`src/rtl/trap_ctrl_if.sv`:
```
// Bundle between the trap sequencer, the EX stage decode/CSR read side and the
// pipeline controller / CSR write port.
interface trap_ctrl_if;
   logic        inst_valid_i;
   logic [31:0] inst_addr_i;
   logic        ecall_i;
   logic        ebreak_i;
   logic        mret_i;
   logic        irq_i;
   logic [31:0] mstatus_i;
   logic [31:0] mtvec_i;
   logic [31:0] mepc_i;
   logic        stallreq_o;
   logic        int_assert_o;
   logic [31:0] int_addr_o;
   logic        csr_we_o;
   logic [11:0] csr_waddr_o;
   logic [31:0] csr_wdata_o;

   modport slave (
      input  inst_valid_i, inst_addr_i, ecall_i, ebreak_i, mret_i, irq_i,
      input  mstatus_i, mtvec_i, mepc_i,
      output stallreq_o, int_assert_o, int_addr_o,
      output csr_we_o, csr_waddr_o, csr_wdata_o
   );

   modport master (
      output inst_valid_i, inst_addr_i, ecall_i, ebreak_i, mret_i, irq_i,
      output mstatus_i, mtvec_i, mepc_i,
      input  stallreq_o, int_assert_o, int_addr_o,
      input  csr_we_o, csr_waddr_o, csr_wdata_o
   );
endinterface

```
`src/rtl/trap_ctrl.sv`:
```
// Machine-mode trap sequencer: takes ecall/ebreak/mret/irq from EX, writes
// mepc/mcause/mstatus one per cycle, then pulses a fetch redirect.
module trap_ctrl #(
   parameter logic [31:0] MTVEC_MASK = 32'hFFFF_FFFC
) (
   input  logic        clk,
   input  logic        rst_n,
   trap_ctrl_if.slave  bus
);
   typedef enum logic [2:0] {
      S_IDLE, S_W_MEPC, S_W_MCAUSE, S_W_MSTATUS, S_W_MRET, S_ASSERT
   } state_t;

   localparam logic [11:0] A_MSTATUS = 12'h300;
   localparam logic [11:0] A_MEPC    = 12'h341;
   localparam logic [11:0] A_MCAUSE  = 12'h342;

   state_t      r_state;
   logic [31:0] r_cause;
   logic [31:0] r_ms;
   logic [31:0] r_target;
   logic        r_stall;
   logic        r_int_assert;
   logic [31:0] r_int_addr;
   logic        r_csr_we;
   logic [11:0] r_csr_waddr;
   logic [31:0] r_csr_wdata;

   logic        w_sel;
   logic        w_trap;
   logic        w_mret;
   logic [31:0] w_cause;

   // Trap entry: MPIE <= MIE, MIE <= 0.
   function automatic logic [31:0] ms_on_trap(input logic [31:0] ms);
      return (ms & ~32'h0000_0088) | {24'b0, ms[3], 7'b0};
   endfunction

   // Trap return: MIE <= MPIE, MPIE <= 1.
   function automatic logic [31:0] ms_on_mret(input logic [31:0] ms);
      return (ms & ~32'h0000_0088) | 32'h0000_0080 | {28'b0, ms[7], 3'b0};
   endfunction

   // Detection is gated by rst_n so the combinational stall stays low in reset.
   assign w_sel   = rst_n && (r_state == S_IDLE) && bus.inst_valid_i;
   assign w_trap  = w_sel && (bus.ecall_i || bus.ebreak_i ||
                              (!bus.mret_i && bus.irq_i && bus.mstatus_i[3]));
   assign w_mret  = w_sel && bus.mret_i && !bus.ecall_i && !bus.ebreak_i;
   assign w_cause = bus.ecall_i  ? 32'd11 :
                    bus.ebreak_i ? 32'd3  : 32'h8000_0007;

   always_ff @(posedge clk) begin
      if (!rst_n) begin
         r_state      <= S_IDLE;
         r_cause      <= '0;
         r_ms         <= '0;
         r_target     <= '0;
         r_stall      <= 1'b0;
         r_int_assert <= 1'b0;
         r_int_addr   <= '0;
         r_csr_we     <= 1'b0;
         r_csr_waddr  <= '0;
         r_csr_wdata  <= '0;
      end else begin
         r_stall      <= 1'b0;
         r_int_assert <= 1'b0;
         r_int_addr   <= '0;
         r_csr_we     <= 1'b0;
         r_csr_waddr  <= '0;
         r_csr_wdata  <= '0;
         // Outputs are registered: each arm loads what the next state drives.
         case (r_state)
            S_IDLE: begin
               if (w_trap) begin
                  r_cause     <= w_cause;
                  r_ms        <= bus.mstatus_i;
                  r_target    <= bus.mtvec_i & MTVEC_MASK;
                  r_state     <= S_W_MEPC;
                  r_stall     <= 1'b1;
                  r_csr_we    <= 1'b1;
                  r_csr_waddr <= A_MEPC;
                  r_csr_wdata <= bus.inst_addr_i;
               end else if (w_mret) begin
                  r_ms        <= bus.mstatus_i;
                  r_target    <= bus.mepc_i;
                  r_state     <= S_W_MRET;
                  r_stall     <= 1'b1;
                  r_csr_we    <= 1'b1;
                  r_csr_waddr <= A_MSTATUS;
                  r_csr_wdata <= ms_on_mret(bus.mstatus_i);
               end
            end
            S_W_MEPC: begin
               r_state     <= S_W_MCAUSE;
               r_stall     <= 1'b1;
               r_csr_we    <= 1'b1;
               r_csr_waddr <= A_MCAUSE;
               r_csr_wdata <= r_cause;
            end
            S_W_MCAUSE: begin
               r_state     <= S_W_MSTATUS;
               r_stall     <= 1'b1;
               r_csr_we    <= 1'b1;
               r_csr_waddr <= A_MSTATUS;
               r_csr_wdata <= ms_on_trap(r_ms);
            end
            S_W_MSTATUS, S_W_MRET: begin
               r_state      <= S_ASSERT;
               r_int_assert <= 1'b1;
               r_int_addr   <= r_target;
            end
            default: r_state <= S_IDLE;
         endcase
      end
   end

   assign bus.stallreq_o   = r_stall | w_trap | w_mret;
   assign bus.int_assert_o = r_int_assert;
   assign bus.int_addr_o   = r_int_addr;
   assign bus.csr_we_o     = r_csr_we;
   assign bus.csr_waddr_o  = r_csr_waddr;
   assign bus.csr_wdata_o  = r_csr_wdata;
endmodule

```
`src/flat_wrapper.sv`:
```
// flat-port wrapper written by rule: the top's interface ports become plain ports
module trap_ctrl_flat 
#(
   parameter logic [31:0] MTVEC_MASK = 32'hFFFF_FFFC
)
  (clk, rst_n, bus_inst_valid_i, bus_inst_addr_i, bus_ecall_i, bus_ebreak_i, bus_mret_i, bus_irq_i, bus_mstatus_i, bus_mtvec_i, bus_mepc_i, bus_stallreq_o, bus_int_assert_o, bus_int_addr_o, bus_csr_we_o, bus_csr_waddr_o, bus_csr_wdata_o);
  trap_ctrl_if bus_i ();
  input  logic clk;
  input  logic rst_n;
  input wire logic [$bits(bus_i.inst_valid_i)-1:0] bus_inst_valid_i;
  input wire logic [$bits(bus_i.inst_addr_i)-1:0] bus_inst_addr_i;
  input wire logic [$bits(bus_i.ecall_i)-1:0] bus_ecall_i;
  input wire logic [$bits(bus_i.ebreak_i)-1:0] bus_ebreak_i;
  input wire logic [$bits(bus_i.mret_i)-1:0] bus_mret_i;
  input wire logic [$bits(bus_i.irq_i)-1:0] bus_irq_i;
  input wire logic [$bits(bus_i.mstatus_i)-1:0] bus_mstatus_i;
  input wire logic [$bits(bus_i.mtvec_i)-1:0] bus_mtvec_i;
  input wire logic [$bits(bus_i.mepc_i)-1:0] bus_mepc_i;
  output wire logic [$bits(bus_i.stallreq_o)-1:0] bus_stallreq_o;
  output wire logic [$bits(bus_i.int_assert_o)-1:0] bus_int_assert_o;
  output wire logic [$bits(bus_i.int_addr_o)-1:0] bus_int_addr_o;
  output wire logic [$bits(bus_i.csr_we_o)-1:0] bus_csr_we_o;
  output wire logic [$bits(bus_i.csr_waddr_o)-1:0] bus_csr_waddr_o;
  output wire logic [$bits(bus_i.csr_wdata_o)-1:0] bus_csr_wdata_o;
  assign bus_i.inst_valid_i = bus_inst_valid_i;
  assign bus_i.inst_addr_i = bus_inst_addr_i;
  assign bus_i.ecall_i = bus_ecall_i;
  assign bus_i.ebreak_i = bus_ebreak_i;
  assign bus_i.mret_i = bus_mret_i;
  assign bus_i.irq_i = bus_irq_i;
  assign bus_i.mstatus_i = bus_mstatus_i;
  assign bus_i.mtvec_i = bus_mtvec_i;
  assign bus_i.mepc_i = bus_mepc_i;
  assign bus_stallreq_o = bus_i.stallreq_o;
  assign bus_int_assert_o = bus_i.int_assert_o;
  assign bus_int_addr_o = bus_i.int_addr_o;
  assign bus_csr_we_o = bus_i.csr_we_o;
  assign bus_csr_waddr_o = bus_i.csr_waddr_o;
  assign bus_csr_wdata_o = bus_i.csr_wdata_o;
  trap_ctrl #(.MTVEC_MASK(MTVEC_MASK)) u_core (.clk(clk), .rst_n(rst_n), .bus(bus_i));
endmodule
```
`config.mk`:
```
export PLATFORM = sky130hd
export DESIGN_NAME = trap_ctrl_flat
export DESIGN_NICKNAME = d
export VERILOG_FILES = /design/src/rtl/trap_ctrl_if.sv /design/src/rtl/trap_ctrl.sv /design/src/flat_wrapper.sv
export SDC_FILE = /design/constraint.sdc
export NUM_CORES = 1
export LEC_CHECK = 0
export ABC_AREA = 1
export CAP_MARGIN = 20
export CORE_MARGIN = 1
export CORE_UTILIZATION = 45
export DETAILED_ROUTE_END_ITERATION = 16
export PLACE_DENSITY = 0.9
export SKIP_CTS_REPAIR_TIMING = 1
export SYNTH_ARGS = -nofsm -noshare
export SYNTH_HDL_FRONTEND = slang
export SYNTH_SLANG_ARGS = --single-unit
```
`constraint.sdc`:
```
create_clock -name clk -period 2 [get_ports clk]
set_clock_uncertainty 0.2 [all_clocks]
set_input_delay 0.3 -clock clk [delete_from_list [all_inputs] [get_ports clk]]
set_output_delay 0.3 -clock clk [all_outputs]
set_load 0.01 [all_outputs]
```
After elaboration in Yosys (flattened, before gate mapping)

Cells that the tools add are included.

Register bits: 177
Bits of input ports: 135
Output and inout bits: 79
Logic and storage cells: 57

Equality and inequality tests: 5
Muxes and demuxes: 19
Bitwise gates (word level): 4
Reduce and logical (&&, ||, !) cells: 20

Operators with widths:

| operator           | count |
|---|---|
| $mux 32            | 8 |
| $pmux 32 s3        | 1 |
| $pmux 12 s3        | 1 |
| $or 32x4->32       | 1 |
| $or 32x8->32       | 1 |
| $mux 12            | 1 |
| $pmux 3 s4         | 1 |
| $mux 10            | 1 |
| $logic_and 1x1->1  | 8 |
| $eq 3x2->1 const B | 2 |
| $mux 3             | 2 |
| $reduce_and 2->1   | 3 |
| $reduce_or 2->1    | 2 |
| $eq 3x1->1 const B | 1 |
| $eq 3x3->1 const B | 1 |
| $logic_not 1->1    | 3 |
| $logic_not 3->1    | 1 |
| $mux 1             | 3 |
| $ne 3x1->1 const B | 1 |
| $logic_or 1x1->1   | 2 |
| $or 1x1->1         | 2 |
| $pmux 1 s2         | 1 |
| $reduce_bool 2->1  | 1 |

Logic depth before layout (Yosys ltp)

Gate-level depths: netlist of run 1.

Depth in word-level cells: 9
Mapped depth: 10
Mapped depth without buffers: 8

Worst setup path after synthesis of run 1

Ideal clock, no wire load.

Path kind: reg-to-output
From: register u_core.r_state[1]
To: output bus_stallreq_o
Data arrival time: 1217 ps
Required time: 1500 ps
Path slack: 283 ps
Stages on the path, launching flop included: 8
Buffers on the path: 1
Cells stage by stage: dfxtp_1 nor2_4 nand2_2 nor2_8 nand2_1 buf_6 nand2_1 or2_2

Longest elaborated chain between the ends: 7

Ends and longest elaborated chain:

| element                            | RTL line           | source |
|---|---|---|
| start: declaration                 | trap_ctrl.sv:18    | `state_t r_state;` |
| start signal: assignment           | trap_ctrl.sv:54    | `r_state <= S_IDLE;` |
| start signal: assignment           | trap_ctrl.sv:78    | `r_state <= S_W_MEPC;` |
| start signal: assignment           | trap_ctrl.sv:86    | `r_state <= S_W_MRET;` |
| $logic_not 3->1 (*)                | trap_ctrl.sv:45    | `assign w_sel = rst_n && (r_state == S_IDLE) && bus.inst_valid_i;` |
| $logic_and 1x1->1 (*) (2 in a row) | trap_ctrl.sv:45    |  |
| $logic_and 1x1->1 (3 in a row)     | trap_ctrl.sv:48    | `assign w_mret = w_sel && bus.mret_i && !bus.ecall_i && !bus.ebreak_i;` |
| $or 1x1->1 (*)                     | trap_ctrl.sv:117   | `assign bus.stallreq_o = r_stall \| w_trap \| w_mret;` |
| end: declaration                   | flat_wrapper.sv:19 | `output wire logic [$bits(bus_i.stallreq_o)-1:0] bus_stallreq_o;` |

Every way passes the cells marked *; elsewhere a longest branch is shown, timed or not.

Final worst setup path of run 1

From: input bus_inst_valid_i
To: output bus_stallreq_o

Longest elaborated chain between the ends: 5

Ends and longest elaborated chain:

| element                        | RTL line           | source |
|---|---|---|
| start: declaration             | flat_wrapper.sv:10 | `input wire logic [$bits(bus_i.inst_valid_i)-1:0] bus_inst_valid_i;` |
| $logic_and 1x1->1 (*)          | trap_ctrl.sv:45    |  |
| $logic_and 1x1->1 (3 in a row) | trap_ctrl.sv:48    |  |
| $or 1x1->1 (*)                 | trap_ctrl.sv:117   |  |

Marks and branches as above.

==> qor.yml, run 1 <==
outcome: "finished, final reports clean"
viasPerCell: 4.72
first_pass_iters: 4
crit_family: "buffers and inverters"
cts_sinks: 138
path_common_cell: "nand2_2"
cts_tree: "done"
seqPwrFrac_pct: 35.5
cp.required_ns: 1.50
port_buffers: 204
use_met1_pct: 27.8
core_area_sq_mm: 0.0127
drive_above_1_share_pct: 7.10
cpPeakStageDelay_ns: 0.46
rows: 41
io_pins: 214
netlist_instances: 879
intPower_uw: 6400
grt_max_degree: 55
multiInputGateArea_sq_mm: 0.00246
routedWlPerCell_um: 13.0
end_kind: "output pin"
layout_commonest_cell: "nand2_1"
die_y_um: 116
vdd_drop_max_mv: 0.515
period_minus_slack_ns: 1.96
syn_area_sq_mm: 0.00589
h-tree-depth: 4
fin_total_pwr_uw: 9160
hold_viol: 0
fillers: 1024
overflow: 0
drv_cap: 0
ff2ff_setup_slack_ns: 0.13
drt_iter0_drc: 399
finalSetupViolCount: 0
hold_path_class: "in -> reg"
cts_buffer_depth: 2
critical_path.max_fanout: 4
initial_utilization_pct: 46.5
crit_path_start_kind: "input port"
die_x_um: 116
ys.warnings.count: 0
grt_busiest_layer: "met2"
gp_congestion: 0.760
power.switching_fraction_pct: 30.2
fin_nets: 1207
syn_avg_cell_area_sq_um: 6.70
met2_usage_pct: 43.6
dr_total_vias: 5931
ys_types: 24
cellLeakagePower_uw: 0.00422
finalWirelength_um: 16300
critical_path_class: "in -> out"
ant_nets: 0
dp_hpwl_um: 11000
insertion_delay_ns: 0.41
relSlewSlack_pct: 65.3
p_switching_uw: 2770
numCtsBuffers: 17
final_max_slew_viol_count: 0
final_util_pct: 69.5
rsz0062_at_grt: "true"
dieArea_sq_mm: 0.0135
p_per_area_mw_per_mm2: 1040
fmax_ghz: 0.510
pwr-share-clk_pct: 38.2
antenna_cells: 0
pwr-share-comb_pct: 26.3
detail_route.drc_violations: 0
period_share_pct: 98.0
seq_area_frac_synth_pct: 46.9
area_delta_synth_final_pct: 49.7
grt_pass1_vias: 5428
grt_first_pass_wirelength_um: 25500
crit_slowest_cell: "clkdlybuf4s50_1"
gr-usage-met3_pct: 7.47
clkTransAtPathRegs_ns: 0.05
gr-usage-all-layers_pct: 24.5
arrival_ns: 1.46
worst_pin_slew_ns: 0.521
mostFrequentLayoutCells: "254 x nand2_1, 199 x clkdlybuf4s50_1, 161 x nor2_1"
synth-seq-cells: 138
cts_root_buffer: "clkbuf_16"
antenna_found_initial: 1
path_buf_inv: 2
regArea_sq_mm: 0.00277
crit_chain: "clkdlybuf4s50_1 -> nand2_2 -> nor2_8 -> nand2_2 -> nand2_2 -> or2_4 -> buf_6"
-- state kept, by name (all words and copies together) (netlist names) --
name / cells
u_core.bus.csr_wdata_o: 32
u_core.bus.int_addr_o: 32
u_core.r_target: 32
u_core.r_ms: 31
u_core.bus.csr_waddr_o: 4
u_core.r_cause: 3
u_core.r_state: 3
u_core.bus.int_assert_o: 1
-- power groups by stage --
stage          Clock, uW  Sequential [uW]  Combinational [uW]
2_1_floorplan          0             3320                1430
3_3_place_gp           0             3290                2310
3_5_place_dp           0             3300                2380
4_1_cts             3560             3250                2400
5_1_grt             3670             3280                2720
6_report            3500             3250                2410
-- synth_stat cells, drive strengths merged --
cell type  number  share of area, %
clkbuf         23               1.5
clkinv          1             0.064
nand3         126                11
a31oi           1              0.11
nand3b          5              0.64
a21oi           8              0.68
a21boi          1              0.13
dfxtp         138                47
conb            1             0.064
inv           105               6.7
or2             1              0.11
o21ai           6              0.70
buf            38               4.1
nand2         260                17
nor2          165                11
-- metal layers --
layer	wire length [um]	vias up
met5	13	-
met3	1490	24
met2	7840	223
met4	214	2
met1	6750	2661
li1	-	3021
-- worst reg2reg max path: cells and delay by family (launching register included) --
kind / cells / cell delay, ns
AOI/OAI and AO/OA: 1 / 0.14
buffers and inverters: 2 / 0.51
and+or+nand+nor: 6 / 0.61
DFF: 1 / 0.34
-- stage by stage --
| step | TNS [ns] | hold WS (ns) | area (sq um) | instances | worst slack (ns) |
|---|---|---|---|---|---|
| after floorplan | 0 | 0.208 | 5910 | 885 | 0.283 |
| after global placement | -26.49 | 0.218 | 8090 | 1225 | -0.520 |
| after detailed placement | -28.60 | 0.228 | 8090 | 1225 | -0.524 |
| after CTS | -0.526 | 0.237 | 8760 | 1257 | -0.526 |
| after global routing | -0.0122 | 0.0246 | 8810 | 1257 | -0.00900 |
| final | 0 | 0.0176 | 8810 | 1257 | 0.0396 |
-- cell type report --
| class | instances | area share, % |
|---|---|---|
| clock buffer | 17 | 4.83 |
| clock inverter | 15 | 2.73 |
| inverter | 106 | 4.52 |
| multi-input combinational | 580 | 27.9 |
| sequential | 138 | 31.4 |
| tap | 172 | 2.44 |
| timing repair buffer | 229 | 26.2 |
-- cells by family (layout without fill, tap and decap cells) --
| group | Yosys count | after routing | share of synthesized area [%] |
|---|---|---|---|
| compound gates | 16 | 16 | 1.62 |
| buf+inv | 167 | 367 | 12.3 |
| other cells | 1 | 7 | 0.0637 |
| simple gates | 557 | 557 | 39.1 |
| flops | 138 | 138 | 46.9 |
-- final timing paths --
kind,from,endpoint,cells after the start
setup reg to reg,u_core.r_state[2],u_core.r_target[10],9
setup / recovery,bus_inst_valid_i,bus_stallreq_o,7
hold reg to reg,u_core.r_target[28],u_core.bus.int_addr_o[28],2
hold / removal,bus_ecall_i,u_core.r_cause[3],3
No activity file was read; power rests on OpenSTA's default activity.
==> run 2: changes to the inputs <==
SKIP_LAST_GASP = 1   (was default)
==> run 2 against run 1 <==
Setup slack unchanged. Final cell count unchanged. Critical endpoint unchanged. Largest power group unchanged. Non-clock buffer count stayed put. Largest cell class unchanged. Utilization is the same. Die area stayed put.
==> qor.yml, run 2 (synthesized netlist as in run 1, its figures left out) <==
outcome: "finished, final reports clean"  # unchanged
vdd_drop_max_mv: 0.515  # unchanged
reg2reg_depth: 9  # unchanged
hold_depth: 3  # unchanged
drt_iter0_drc: 399  # unchanged
gp_congestion: 0.760  # unchanged
dr_total_vias: 5931  # unchanged
fin_nets: 1207  # unchanged
crit_chain: "clkdlybuf4s50_1 -> nand2_2 -> nor2_8 -> nand2_2 -> nand2_2 -> or2_4 -> buf_6"  # unchanged
cp.required_ns: 1.50  # about the same
numCtsBuffers: 17  # unchanged
routedWlPerCell_um: 13.0  # unchanged
p_per_area_mw_per_mm2: 1040  # about the same
port_buffers: 204  # unchanged
critical_path_class: "in -> out"  # unchanged
insertion_delay_ns: 0.41  # about the same
fillers: 1024  # unchanged
hold_viol: 0  # unchanged
die_x_um: 116  # unchanged
detail_route.drc_violations: 0  # unchanged
worst_pin_slew_ns: 0.521  # unchanged
worst_slack_ns: 0.0396  # unchanged
drv_cap: 0  # unchanged
viasPerCell: 4.72  # unchanged
cts_buffer_depth: 2  # unchanged
final_max_slew_viol_count: 0  # unchanged
die_y_um: 116  # unchanged
dieArea_sq_mm: 0.0135  # unchanged
overflow: 0  # unchanged
critical_path.max_fanout: 4  # unchanged
finalWirelength_um: 16300  # unchanged
rsz0062_at_grt: "true"  # unchanged
end_kind: "output pin"  # unchanged
core_area_sq_mm: 0.0127  # unchanged
grt_pass1_vias: 5428  # unchanged
finalSetupViolCount: 0  # unchanged
h-tree-depth: 4  # unchanged
cellLeakagePower_uw: 0.00422  # unchanged
drive_above_1_share_pct: 7.10  # unchanged
first_pass_iters: 4  # unchanged
period_minus_slack_ns: 1.96  # unchanged
io_pins: 214  # unchanged
path_common_cell: "nand2_2"  # unchanged
cts_tree: "done"  # unchanged
mostFrequentLayoutCells: "254 x nand2_1, 199 x clkdlybuf4s50_1, 161 x nor2_1"  # unchanged
cpPeakStageDelay_ns: 0.46  # about the same
tns_ns: 0  # unchanged
period_share_pct: 98.0  # unchanged
relSlewSlack_pct: 65.3  # unchanged
area_delta_synth_final_pct: 49.7  # unchanged
antenna_cells: 0  # unchanged
grt_max_degree: 55  # unchanged
hold_path_class: "in -> reg"  # unchanged
ant_nets: 0  # unchanged
rows: 41  # unchanged
grt_first_pass_wirelength_um: 25500  # unchanged
cts_sinks: 138  # unchanged
fmax_ghz: 0.510  # unchanged
initial_utilization_pct: 46.5  # unchanged
gr-usage-all-layers_pct: 24.5  # unchanged
dp_hpwl_um: 11000  # unchanged
clkTransAtPathRegs_ns: 0.05  # about the same
arrival_ns: 1.46  # about the same
dp_slack_ns: -0.524  # unchanged
crit_path_start_kind: "input port"  # unchanged
crit_slowest_cell: "clkdlybuf4s50_1"  # unchanged
antenna_found_initial: 1  # unchanged
layout_commonest_cell: "nand2_1"  # unchanged
cts_root_buffer: "clkbuf_16"  # unchanged
run 2: path summary, 6_finish.rpt:
| check | start | end | slack, ns |
|---|---|---|---|
| hold reg to reg | u_core.r_target[28] | u_core.bus.int_addr_o[28] | 0.24 |
| hold / removal | bus_ecall_i | u_core.r_cause[3] | 0.02 |
| setup / recovery | bus_inst_valid_i | bus_stallreq_o | 0.04 |
| setup reg to reg | u_core.r_state[2] | u_core.r_target[10] | 0.13 |
run 2: cell type report:
type | instances | area, sq um | share of cell area, %
clock inverter | 15 | 240 | 2.73
tap | 172 | 215 | 2.44
timing repair buffer | 229 | 2310 | 26.2
clock buffer | 17 | 425 | 4.83
inverter | 106 | 398 | 4.52
multi-input combinational | 580 | 2460 | 27.9
sequential | 138 | 2770 | 31.4
run 2: metrics by stage:
step                total power (uW)  hold WS [ns]  std cells  utilization (%)  instance area, sq um
floorplan                       4750         0.208        885                -                  5910
global placement                5600         0.218       1225             63.9                  8090
detailed placement              5680         0.228       1225             63.9                  8090
CTS                             9210         0.237       1257             69.1                  8760
global route                    9670        0.0246       1257             69.5                  8810
finish                          9160        0.0176       1257             69.5                  8810
run 2: power by group:
group          switching, uW  internal, uW
registers                143          3110
logic                   1370          1050
clock network           1260          2240
total                   2770          6400
run 2: worst max-delay path: cells and delay by family:
family / cells / cell delay [ns]
AND/OR/NAND/NOR: 5 / 0.57
buffers and inverters: 2 / 0.59
run 2: layer usage:
layer / global-route usage (%) / vias to the layer above / wire length, um
li1: - / 3021 / -
met1: 27.8 / 2661 / 6750
met2: 43.6 / 223 / 7840
met3: 7.47 / 24 / 1490
met4: 8.29 / 2 / 214
met5: 0 / - / 13
